**config.mk**
```make
export PLATFORM = sky130hd
export DESIGN_NAME = amp_cfg_sequencer_flat
export DESIGN_NICKNAME = d
export VERILOG_FILES = /design/src/rtl/amp_cfg_sequencer_if.sv /design/src/rtl/amp_cfg_sequencer.sv /design/src/flat_wrapper.sv
export SDC_FILE = /design/constraint.sdc
export NUM_CORES = 1
export LEC_CHECK = 0
export ABC_AREA = 1
export CORE_MARGIN = 2
export CORE_UTILIZATION = 46
export DETAILED_ROUTE_END_ITERATION = 12
export PLACE_DENSITY_LB_ADDON = 0.15
export SLEW_MARGIN = 10
export SYNTH_ARGS = -nofsm -noshare
export SYNTH_HDL_FRONTEND = slang
export SYNTH_SLANG_ARGS = --single-unit
```
**constraint.sdc**
```tcl
create_clock -name clk -period 1.42 [get_ports clk]
set_clock_uncertainty 0.1 [all_clocks]
set_input_delay 0.426 -clock clk [delete_from_list [all_inputs] [get_ports clk]]
set_output_delay 0.426 -clock clk [all_outputs]
set_load 0.05 [all_outputs]
```
**src/rtl/amp_cfg_sequencer_if.sv**
```systemverilog
// Write-request channel between amp_cfg_sequencer (master side) and amp_i2c_master (slave side).
interface amp_cfg_sequencer_if;
    logic       wr_valid;
    logic       wr_ready;
    logic [6:0] wr_dev_addr;
    logic [7:0] wr_reg_addr;
    logic [7:0] wr_data;
    logic       wr_done;
    logic       wr_nack;

    modport master (
        output wr_valid,
        output wr_dev_addr,
        output wr_reg_addr,
        output wr_data,
        input  wr_ready,
        input  wr_done,
        input  wr_nack
    );

    modport slave (
        input  wr_valid,
        input  wr_dev_addr,
        input  wr_reg_addr,
        input  wr_data,
        output wr_ready,
        output wr_done,
        output wr_nack
    );
endinterface

```
**src/rtl/amp_cfg_sequencer.sv**
```systemverilog
// Amplifier power-up sequencer: walks the register table, retries NACKs, times out stalls.
// Optional inter-write settling gap enabled by defining AMP_CFG_GAP_EN.
module amp_cfg_sequencer #(
    parameter logic [6:0]  DEV_ADDR       = 7'h2C,
    parameter int unsigned NUM_WRITES     = 6,
    parameter int unsigned MAX_RETRY      = 3,
    parameter int unsigned TIMEOUT_CYCLES = 50000,
    parameter int unsigned GAP_CYCLES     = 100
) (
    input  logic                       clk,
    input  logic                       reset,
    input  logic                       send_cfg,
    amp_cfg_sequencer_if.master        bus,
    output logic                       cfg_busy,
    output logic                       cfg_done,
    output logic                       cfg_error,
    output logic [3:0]                 cfg_index
);

    localparam int unsigned TIMER_W = (TIMEOUT_CYCLES > 1) ? $clog2(TIMEOUT_CYCLES) : 1;
    localparam int unsigned RETRY_W = 3;

    if (NUM_WRITES < 1 || NUM_WRITES > 16) begin : g_bad_num_writes
        $error("amp_cfg_sequencer: NUM_WRITES must be 1..16");
    end
    if (MAX_RETRY > 7) begin : g_bad_max_retry
        $error("amp_cfg_sequencer: MAX_RETRY must be 0..7");
    end
    if (TIMEOUT_CYCLES < 2 || GAP_CYCLES < 1) begin : g_bad_cycles
        $error("amp_cfg_sequencer: TIMEOUT_CYCLES must be >= 2 and GAP_CYCLES >= 1");
    end

`ifdef AMP_CFG_GAP_EN
    localparam int unsigned GAP_W = (GAP_CYCLES > 1) ? $clog2(GAP_CYCLES) : 1;

    typedef enum logic [2:0] {
        IDLE, LOAD, REQ, WAIT, NEXT, DONE, ERROR, GAP
    } state_t;
`else
    typedef enum logic [2:0] {
        IDLE, LOAD, REQ, WAIT, NEXT, DONE, ERROR
    } state_t;
`endif

    state_t               state_q, state_d;
    logic                 send_q, send_prev_q;
    logic                 wr_valid_q, wr_valid_d;
    logic [7:0]           reg_q, reg_d;
    logic [7:0]           data_q, data_d;
    logic                 busy_q, busy_d;
    logic                 done_q, done_d;
    logic                 error_q, error_d;
    logic [3:0]           index_q, index_d;
    logic [RETRY_W-1:0]   retry_q, retry_d;
    logic [TIMER_W-1:0]   timer_q, timer_d;
`ifdef AMP_CFG_GAP_EN
    logic [GAP_W-1:0]     gap_q, gap_d;
`endif

    logic start_edge_c;
    logic last_entry_c;

    // Power-up register table: {reg_addr, data}
    function automatic logic [15:0] rom_entry(input logic [3:0] idx);
        case (idx)
            4'd0:    rom_entry = 16'h0001;
            4'd1:    rom_entry = 16'h0180;
            4'd2:    rom_entry = 16'h021F;
            4'd3:    rom_entry = 16'h031F;
            4'd4:    rom_entry = 16'h1005;
            4'd5:    rom_entry = 16'h2001;
            default: rom_entry = 16'hFF00;
        endcase
    endfunction

    // Edge detect lags one cycle behind the input register; both reset high so a held level never starts.
    assign start_edge_c = send_q & ~send_prev_q;
    assign last_entry_c = (index_q == 4'(NUM_WRITES - 1));

    always_ff @(posedge clk) begin
        if (reset) begin
            state_q     <= IDLE;
            send_q      <= 1'b1;
            send_prev_q <= 1'b1;
            wr_valid_q  <= 1'b0;
            reg_q       <= 8'd0;
            data_q      <= 8'd0;
            busy_q      <= 1'b0;
            done_q      <= 1'b0;
            error_q     <= 1'b0;
            index_q     <= 4'd0;
            retry_q     <= '0;
            timer_q     <= '0;
`ifdef AMP_CFG_GAP_EN
            gap_q       <= '0;
`endif
        end else begin
            state_q     <= state_d;
            send_q      <= send_cfg;
            send_prev_q <= send_q;
            wr_valid_q  <= wr_valid_d;
            reg_q       <= reg_d;
            data_q      <= data_d;
            busy_q      <= busy_d;
            done_q      <= done_d;
            error_q     <= error_d;
            index_q     <= index_d;
            retry_q     <= retry_d;
            timer_q     <= timer_d;
`ifdef AMP_CFG_GAP_EN
            gap_q       <= gap_d;
`endif
        end
    end

    // Next-state and next-output logic; status flags change on entry to DONE/ERROR so they line up with the state.
    always_comb begin
        state_d    = state_q;
        wr_valid_d = 1'b0;
        reg_d      = reg_q;
        data_d     = data_q;
        busy_d     = busy_q;
        done_d     = done_q;
        error_d    = error_q;
        index_d    = index_q;
        retry_d    = retry_q;
        timer_d    = timer_q;
`ifdef AMP_CFG_GAP_EN
        gap_d      = gap_q;
`endif

        unique case (state_q)
            IDLE: begin
                if (start_edge_c) begin
                    done_d  = 1'b0;
                    error_d = 1'b0;
                    index_d = 4'd0;
                    retry_d = '0;
                    busy_d  = 1'b1;
                    state_d = LOAD;
                end
            end
            LOAD: begin
                {reg_d, data_d} = rom_entry(index_q);
                wr_valid_d      = 1'b1;
                state_d         = REQ;
            end
            REQ: begin
                wr_valid_d = 1'b1;
                if (wr_valid_q && bus.wr_ready) begin
                    wr_valid_d = 1'b0;
                    timer_d    = '0;
                    state_d    = WAIT;
                end
            end
            WAIT: begin
                timer_d = timer_q + TIMER_W'(1);
                if (bus.wr_done) begin
                    if (!bus.wr_nack) begin
                        state_d = NEXT;
                    end else if (retry_q < RETRY_W'(MAX_RETRY)) begin
                        retry_d    = retry_q + RETRY_W'(1);
                        wr_valid_d = 1'b1;
                        state_d    = REQ;
                    end else begin
                        busy_d  = 1'b0;
                        error_d = 1'b1;
                        state_d = ERROR;
                    end
                end else if (timer_q == TIMER_W'(TIMEOUT_CYCLES - 1)) begin
                    busy_d  = 1'b0;
                    error_d = 1'b1;
                    state_d = ERROR;
                end
            end
            NEXT: begin
                retry_d = '0;
                if (last_entry_c) begin
                    busy_d  = 1'b0;
                    done_d  = 1'b1;
                    state_d = DONE;
                end else begin
                    index_d = index_q + 4'd1;
`ifdef AMP_CFG_GAP_EN
                    gap_d   = '0;
                    state_d = GAP;
`else
                    state_d = LOAD;
`endif
                end
            end
`ifdef AMP_CFG_GAP_EN
            GAP: begin
                gap_d = gap_q + GAP_W'(1);
                if (gap_q == GAP_W'(GAP_CYCLES - 1)) begin
                    state_d = LOAD;
                end
            end
`endif
            DONE:    state_d = IDLE;
            ERROR:   state_d = IDLE;
            default: state_d = IDLE;
        endcase
    end

    assign bus.wr_valid    = wr_valid_q;
    assign bus.wr_dev_addr = DEV_ADDR;
    assign bus.wr_reg_addr = reg_q;
    assign bus.wr_data     = data_q;
    assign cfg_busy        = busy_q;
    assign cfg_done        = done_q;
    assign cfg_error       = error_q;
    assign cfg_index       = index_q;

endmodule

```
**src/flat_wrapper.sv**
```systemverilog
// flat-port wrapper written by rule: the top's interface ports become plain ports
module amp_cfg_sequencer_flat 
#(
    parameter logic [6:0]  DEV_ADDR       = 7'h2C,
    parameter int unsigned NUM_WRITES     = 6,
    parameter int unsigned MAX_RETRY      = 3,
    parameter int unsigned TIMEOUT_CYCLES = 50000,
    parameter int unsigned GAP_CYCLES     = 100
)
  (clk, reset, send_cfg, cfg_busy, cfg_done, cfg_error, cfg_index, bus_wr_valid, bus_wr_dev_addr, bus_wr_reg_addr, bus_wr_data, bus_wr_ready, bus_wr_done, bus_wr_nack);
  amp_cfg_sequencer_if bus_i ();
  input  logic clk;
  input  logic reset;
  input  logic send_cfg;
  output logic cfg_busy;
  output logic cfg_done;
  output logic cfg_error;
  output logic [3:0] cfg_index;
  output wire logic [$bits(bus_i.wr_valid)-1:0] bus_wr_valid;
  output wire logic [$bits(bus_i.wr_dev_addr)-1:0] bus_wr_dev_addr;
  output wire logic [$bits(bus_i.wr_reg_addr)-1:0] bus_wr_reg_addr;
  output wire logic [$bits(bus_i.wr_data)-1:0] bus_wr_data;
  input wire logic [$bits(bus_i.wr_ready)-1:0] bus_wr_ready;
  input wire logic [$bits(bus_i.wr_done)-1:0] bus_wr_done;
  input wire logic [$bits(bus_i.wr_nack)-1:0] bus_wr_nack;
  assign bus_wr_valid = bus_i.wr_valid;
  assign bus_wr_dev_addr = bus_i.wr_dev_addr;
  assign bus_wr_reg_addr = bus_i.wr_reg_addr;
  assign bus_wr_data = bus_i.wr_data;
  assign bus_i.wr_ready = bus_wr_ready;
  assign bus_i.wr_done = bus_wr_done;
  assign bus_i.wr_nack = bus_wr_nack;
  amp_cfg_sequencer #(.DEV_ADDR(DEV_ADDR), .NUM_WRITES(NUM_WRITES), .MAX_RETRY(MAX_RETRY), .TIMEOUT_CYCLES(TIMEOUT_CYCLES), .GAP_CYCLES(GAP_CYCLES)) u_core (.clk(clk), .reset(reset), .send_cfg(send_cfg), .bus(bus_i), .cfg_busy(cfg_busy), .cfg_done(cfg_done), .cfg_error(cfg_error), .cfg_index(cfg_index));
endmodule
```
-- Word-level counts from Yosys, hierarchy flattened
Index checks and enable logic that the tools add are counted.
- bits in registers: 48
- bits of input ports: 6
- reduce and logical (&&, ||, !) cells: 14
- $lt $le $gt $ge: 1
- multiplexer cells: 39
- equal/unequal tests: 20
- bitwise gates (word level): 2
- add/sub/neg operators: 3
- operator list (cell ; number):
    $pmux 16 s6 ; 1
    $mux 3 ; 11
    $pmux 16 s2 ; 1
    $add 16x1->16 const B ; 1
    $eq 16x16->1 const B ; 1
    $mux 1 ; 16
    $mux 16 ; 1
    $pmux 3 s5 ; 1
    $reduce_and 5->1 ; 2
    $pmux 3 s3 ; 1
    $reduce_and 3->1 ; 3
    $eq 4x2->1 const B ; 2
    $eq 4x3->1 const B ; 2
    $mux 4 ; 2
    $ne 2x1->1 const B ; 4
    $pmux 4 s2 ; 1
    $eq 3x2->1 const B ; 2
    $ne 2x2->1 const B ; 3
    $ne 3x3->1 const B ; 2
    $pmux 1 s3 ; 2
    $reduce_and 6->1 ; 1
    $reduce_bool 2->1 ; 3
    $add 4x1->4 const B ; 1
    $eq 4x1->1 const B ; 1
    13 further kinds ; 14

-- Longest topological paths before layout
- depth in word-level cells: 5
- gate-level depth with buffers: 9
- mapped depth without buffers: 9

-- Worst setup path before layout
No wires, ideal clock.
- kind: reg-to-reg
- from: register u_core.index_q[0], in the netlist u_core.cfg_index[0]
- to: register u_core.reg_q[4], in the netlist u_core.bus.wr_reg_addr[4]
- stages on the path, launching flop included: 9
- setup time: 0.074 ns
- data arrival time: 1.736 ns
- clock period less this slack: 1.910 ns
- path buffers: 0
- data required time: 1.246 ns
- setup slack: -0.490 ns
- cell sequence: dfxtp_1 -> inv_1 -> ha_1 -> nor2_1 -> nor2_1 -> nor2_1 -> nand2_1 -> or2_1 -> a31oi_1
- word-level cells in the longest chain between the ends: 2
- RTL lines (what ; line ; text):
    from (decl) ; amp_cfg_sequencer.sv:53 ; logic [3:0] index_q, index_d;
    from (signal assigned) ; amp_cfg_sequencer.sv:107 ; index_q <= index_d;
    $eq 4x3->1, or another cell as far along ; amp_cfg_sequencer.sv:65 ; case (idx)
    $pmux 16 s6 (*) ; amp_cfg_sequencer.sv:65 ;
    to (signal assigned) ; amp_cfg_sequencer.sv:102 ; reg_q <= reg_d;
    to (decl) ; amp_cfg_sequencer.sv:48 ; logic [7:0] reg_q, reg_d;
Mark *: on every way between the ends. The rest lies on a longest branch, timed or not.
A chain may end at the register's enable or synchronous reset.

-- Final worst setup path
- from: register u_core.index_q[0], in the netlist u_core.cfg_index[0]
- to: output port cfg_index[0]
- RTL lines (what ; line ; text):
    to (decl) ; flat_wrapper.sv:18 ; output logic [3:0] cfg_index;
No word-level cell between the ends.

==> results by stage <==
Clock network:
- The cell chosen for the clock root is clkbuf_8.
- The buffer depth of the longest clock path is 2.
- CTS saw 41 sinks.
- The clock-pin slew on the worst setup and hold paths is 80 ps.
- The number of buffers created by CTS is 5.
- The clock tree from TritonCTS is built.
- The latest clock arrival within the worst-skew pair is 300 ps.
- The H-tree was split into 2 levels.
- The count of hold buffers inserted by post-cts repair is 0.

Worst setup path:
- In this run the worst path has a maximum fanout of 5.
- The category of the worst setup path capture point is a primary output.
- Walking the worst path, the cells encountered are buf_6 > buf_12.
- The setup path with the least slack is of type flip-flop to primary output.
- The slowest library cell on the worst path is dfxtp_4.
- At the worst endpoint, the required time is 890 ps.
- The largest stage delay on the critical path is 420 ps.
- The critical path arrival is 960 ps.
- STA classifies the critical path startpoint as a flip-flop.

Timing:
- The final-report max-slew violation count is 0.
- Once routing completed, OpenROAD measured the worst setup slack at -69.8 ps.
- The minimum clock period after layout is ~1500 ps.
- Of the available clock period, the critical path in the final layout requires 105%.
- Setup repair after global routing could not meet its margin everywhere.
- The number of failing hold endpoints at the final stage was 0.
- Setup violations remaining at the end of the flow were counted as 6.
- The setup TNS after final layout is -225 ps.
- The upper clock frequency limit is 671 MHz.

Worst hold path:
- The class of the worst hold path is flip-flop to flip-flop.

Die:
- The number of core rows is 25.
- The overall die height is 73.4 µm.
- The area of the die is around 0.0054 mm².
- The horizontal die dimension is about 73 µm.
- The number of I/O pins is 37.
- The floorplan step defined a core boundary enclosing 0.00469 mm².
- For this configuration, the core starts out at a cell density of between 40% and 50%.

Synthesis:
- The number of different library cells used by synthesis comes to 30.
- The top cell type by area accounts for 37.0% of the synthesized area.
- The synthesized instance count is 327.
- The post-synthesis share of cell area spent on xor and xnor gates is 0%.
- The mux cell area share after synthesis is 0%.
- The sequential element share of the synthesized area is 37.0%.
- By area, the combinational part of the netlist is dominated by simple AND/OR/NAND/NOR gates.
- The mean post-synth cell area is 6.78 µm².
- dfxtp_1 takes more of the synthesized area than any other cell.
- The adder and majority cell fraction of the synthesized area is 3.38%.
- The mapped netlist covers 0.00222 mm².
- After synthesis, the cell types taking the most area are dfxtp_1 37%, nand2_1 12%, a21oi_1 6.1%.
- The synthesized netlist devotes a little under a third of its cell area to simple gates.
- The Yosys step of the flow raised 0 warnings.
- Synthesis inferred 41 register bits.
- Summing the areas of all compound-gate instances in the mapped netlist gives 15.1% of the synthesized area.

Finish:
- The final layout contains 410 nets.
- The final cell area excluding filler cells is around 0.0036 mm².
- The layout has 316 filler cells.
- The count of placed standard cells in the final layout, fillers left out is about 450.
- The area added between synthesis and finish is 60.5%.
- Leaving out fill and tap cells, the most frequent cell in the layout is nand2_1.
- The antenna diode count is 0.
- The library cells used most frequently in the layout, excluding fill and tap cells, are 58 x nand2_1, 46 x buf_4, 24 x buf_12.
- Of the cells placed in the final design, the portion with a size suffix greater than 1 is 46.6%.

Placed design:
- In this run the cell area measured after placement is 0.00308 mm².
- The count of buffers added on input and output ports is 27.
- The detailed placer's ending HPWL is 4170 µm.
- The congestion estimate from routability-driven global placement came to 0.837.
- The number of placed instances, taps included is 442.

Pwr:
- For this design the total switching power over the nets is 1150 µW.
- The leakage power is 0.00144 µW.
- The worst-case IR drop observed on VDD is 0.782 mV.
- Power spread over the standard cell area amounts to 904 mW/mm².
- The share of total power dissipated in combinational logic is 35.5%.
- The internal power of the cells totals 2060 µW.
- Net switching is 35.9% of the power.
- The relative contribution of sequential cells to total power is 40.8%.
- The design draws 3220 µW.
- The clock share of power is between 20% and 30%.

Routing:
- The routed design has 6100 µm of wire.
- After detailed routing, the average wire length per cell comes to roughly 13 µm.
- The total iterations of the first detailed-routing run is 4.
- The via count normalized by instance count is 5.16.
- The routed layout has 2337 vias.
- The number of DRC violations after detailed-routing iteration 0 is 176.
- The detail route stage leaves a number of antenna-violating nets equal to 0.
- In the routed design, unresolved DRC markers number 0.

GRT:
- The via count of the first global-routing pass was 2079.
- The overflow left after global routing is 0.
- The pin count of the biggest net entering global routing is 13.
- The first global-routing pass estimated 8940 µm of wire.
- The initial antenna violation count is 0.
- The overall global routing resource usage is a little over a fifth.

Outcome:
- The flow ran to the end, but the final reports show violations.
- The checks that failed: setup timing.

Flow run:
- Across the run, the number of max-cap violations was 0.
-- synthesized netlist by cell type, drive strengths merged --
library cell and instances:
nand2 77, buf 18, nor4 1, inv 37, o21a 1, or2 3, a21oi 27, a221oi 2
nor3 9, clkbuf 4, o21ai 20, a31oi 8, nand3 22, ha 6, nand4 4, nor2 41
dfxtp 41, o211a 1, nand3b 1, o22ai 1, conb 2, a311oi 1
-- metrics by stage --
| step | hold slack [ps] | utilization [%] | worst slack [ps] |
|---|---|---|---|
| after global routing | 415 | 75.9 | -139 |
| after floorplan | 338 | - | -75.7 |
| after CTS | 390 | 68.7 | -59.7 |
| after global placement | 359 | 65.6 | -266 |
| final | 388 | 75.9 | -69.8 |
| after detailed placement | 379 | 65.6 | -302 |
-- sequential cells by signal (all words and copies together), names as in the netlist --
register and count:
u_core.send_prev_q 1, u_core.cfg_done 1, u_core.state_q 3, u_core.cfg_index 4
u_core.cfg_busy 1, u_core.bus.wr_data 4, u_core.retry_q 3, u_core.timer_q 16
u_core.bus.wr_reg_addr 5, u_core.cfg_error 1, u_core.bus.wr_valid 1, u_core.send_q 1
-- critical path: cells and delay by family (launching register included) --
family / cells / cell delay (ps)
flip-flops: 1 / 420
buffers and inverters: 2 / 240
-- final cells by class --
cell class              count  area [µm²]  share of cell area, %
flip-flops and latches     41         872                   24.5
well taps                  54        67.6                   1.90
multi-input cells         234        1470                   41.2
repair buffers             79         926                   26.0
inverters                  37         149                   4.18
clock buffers               8        80.1                   2.25
-- power by group through the flow --
stage	sequential, µW	combinational [µW]	clock [µW]
floorplan	1470	413	0
global placement	1320	1000	0
detailed placement	1320	1010	0
CTS	1300	1020	782
global route	1320	1210	820
finish	1310	1140	764
-- per-layer routing --
metal | global-route usage, % | vias up | wire length [µm]
met4 | 5.86 | 0 | 85
met5 | 0 | - | 0
met2 | 35.3 | 51 | 3150
met3 | 4.94 | 10 | 237
li1 | - | 1188 | -
met1 | 27.2 | 1088 | 2630
-- cell families after synthesis --
| group | after synthesis |
|---|---|
| DFF | 41 |
| AOI/OAI and AO/OA | 61 |
| adders and majority gates | 6 |
| buffers and inverters | 59 |
| other | 2 |
| and+or+nand+nor | 158 |
-- what timing repair did --
item / in CTS / in global routing
pin swaps: 6 / 26
setup endpoints to repair: 27 / 37
resized for setup: 20 / 102
buffers inserted: 2 / 2
-- path summary, 6_finish.rpt --
path,end,cells after the start,slack [ps],from
min,u_core.timer_q[14],2,390,u_core.timer_q[14]
max,cfg_index[0],2,-70,u_core.cfg_index[0]
min reg2reg,u_core.timer_q[14],2,390,u_core.timer_q[14]
max reg2reg,u_core.bus.wr_reg_addr[5],7,-40,u_core.cfg_index[0]
No activity file was read; power rests on OpenSTA's default activity.
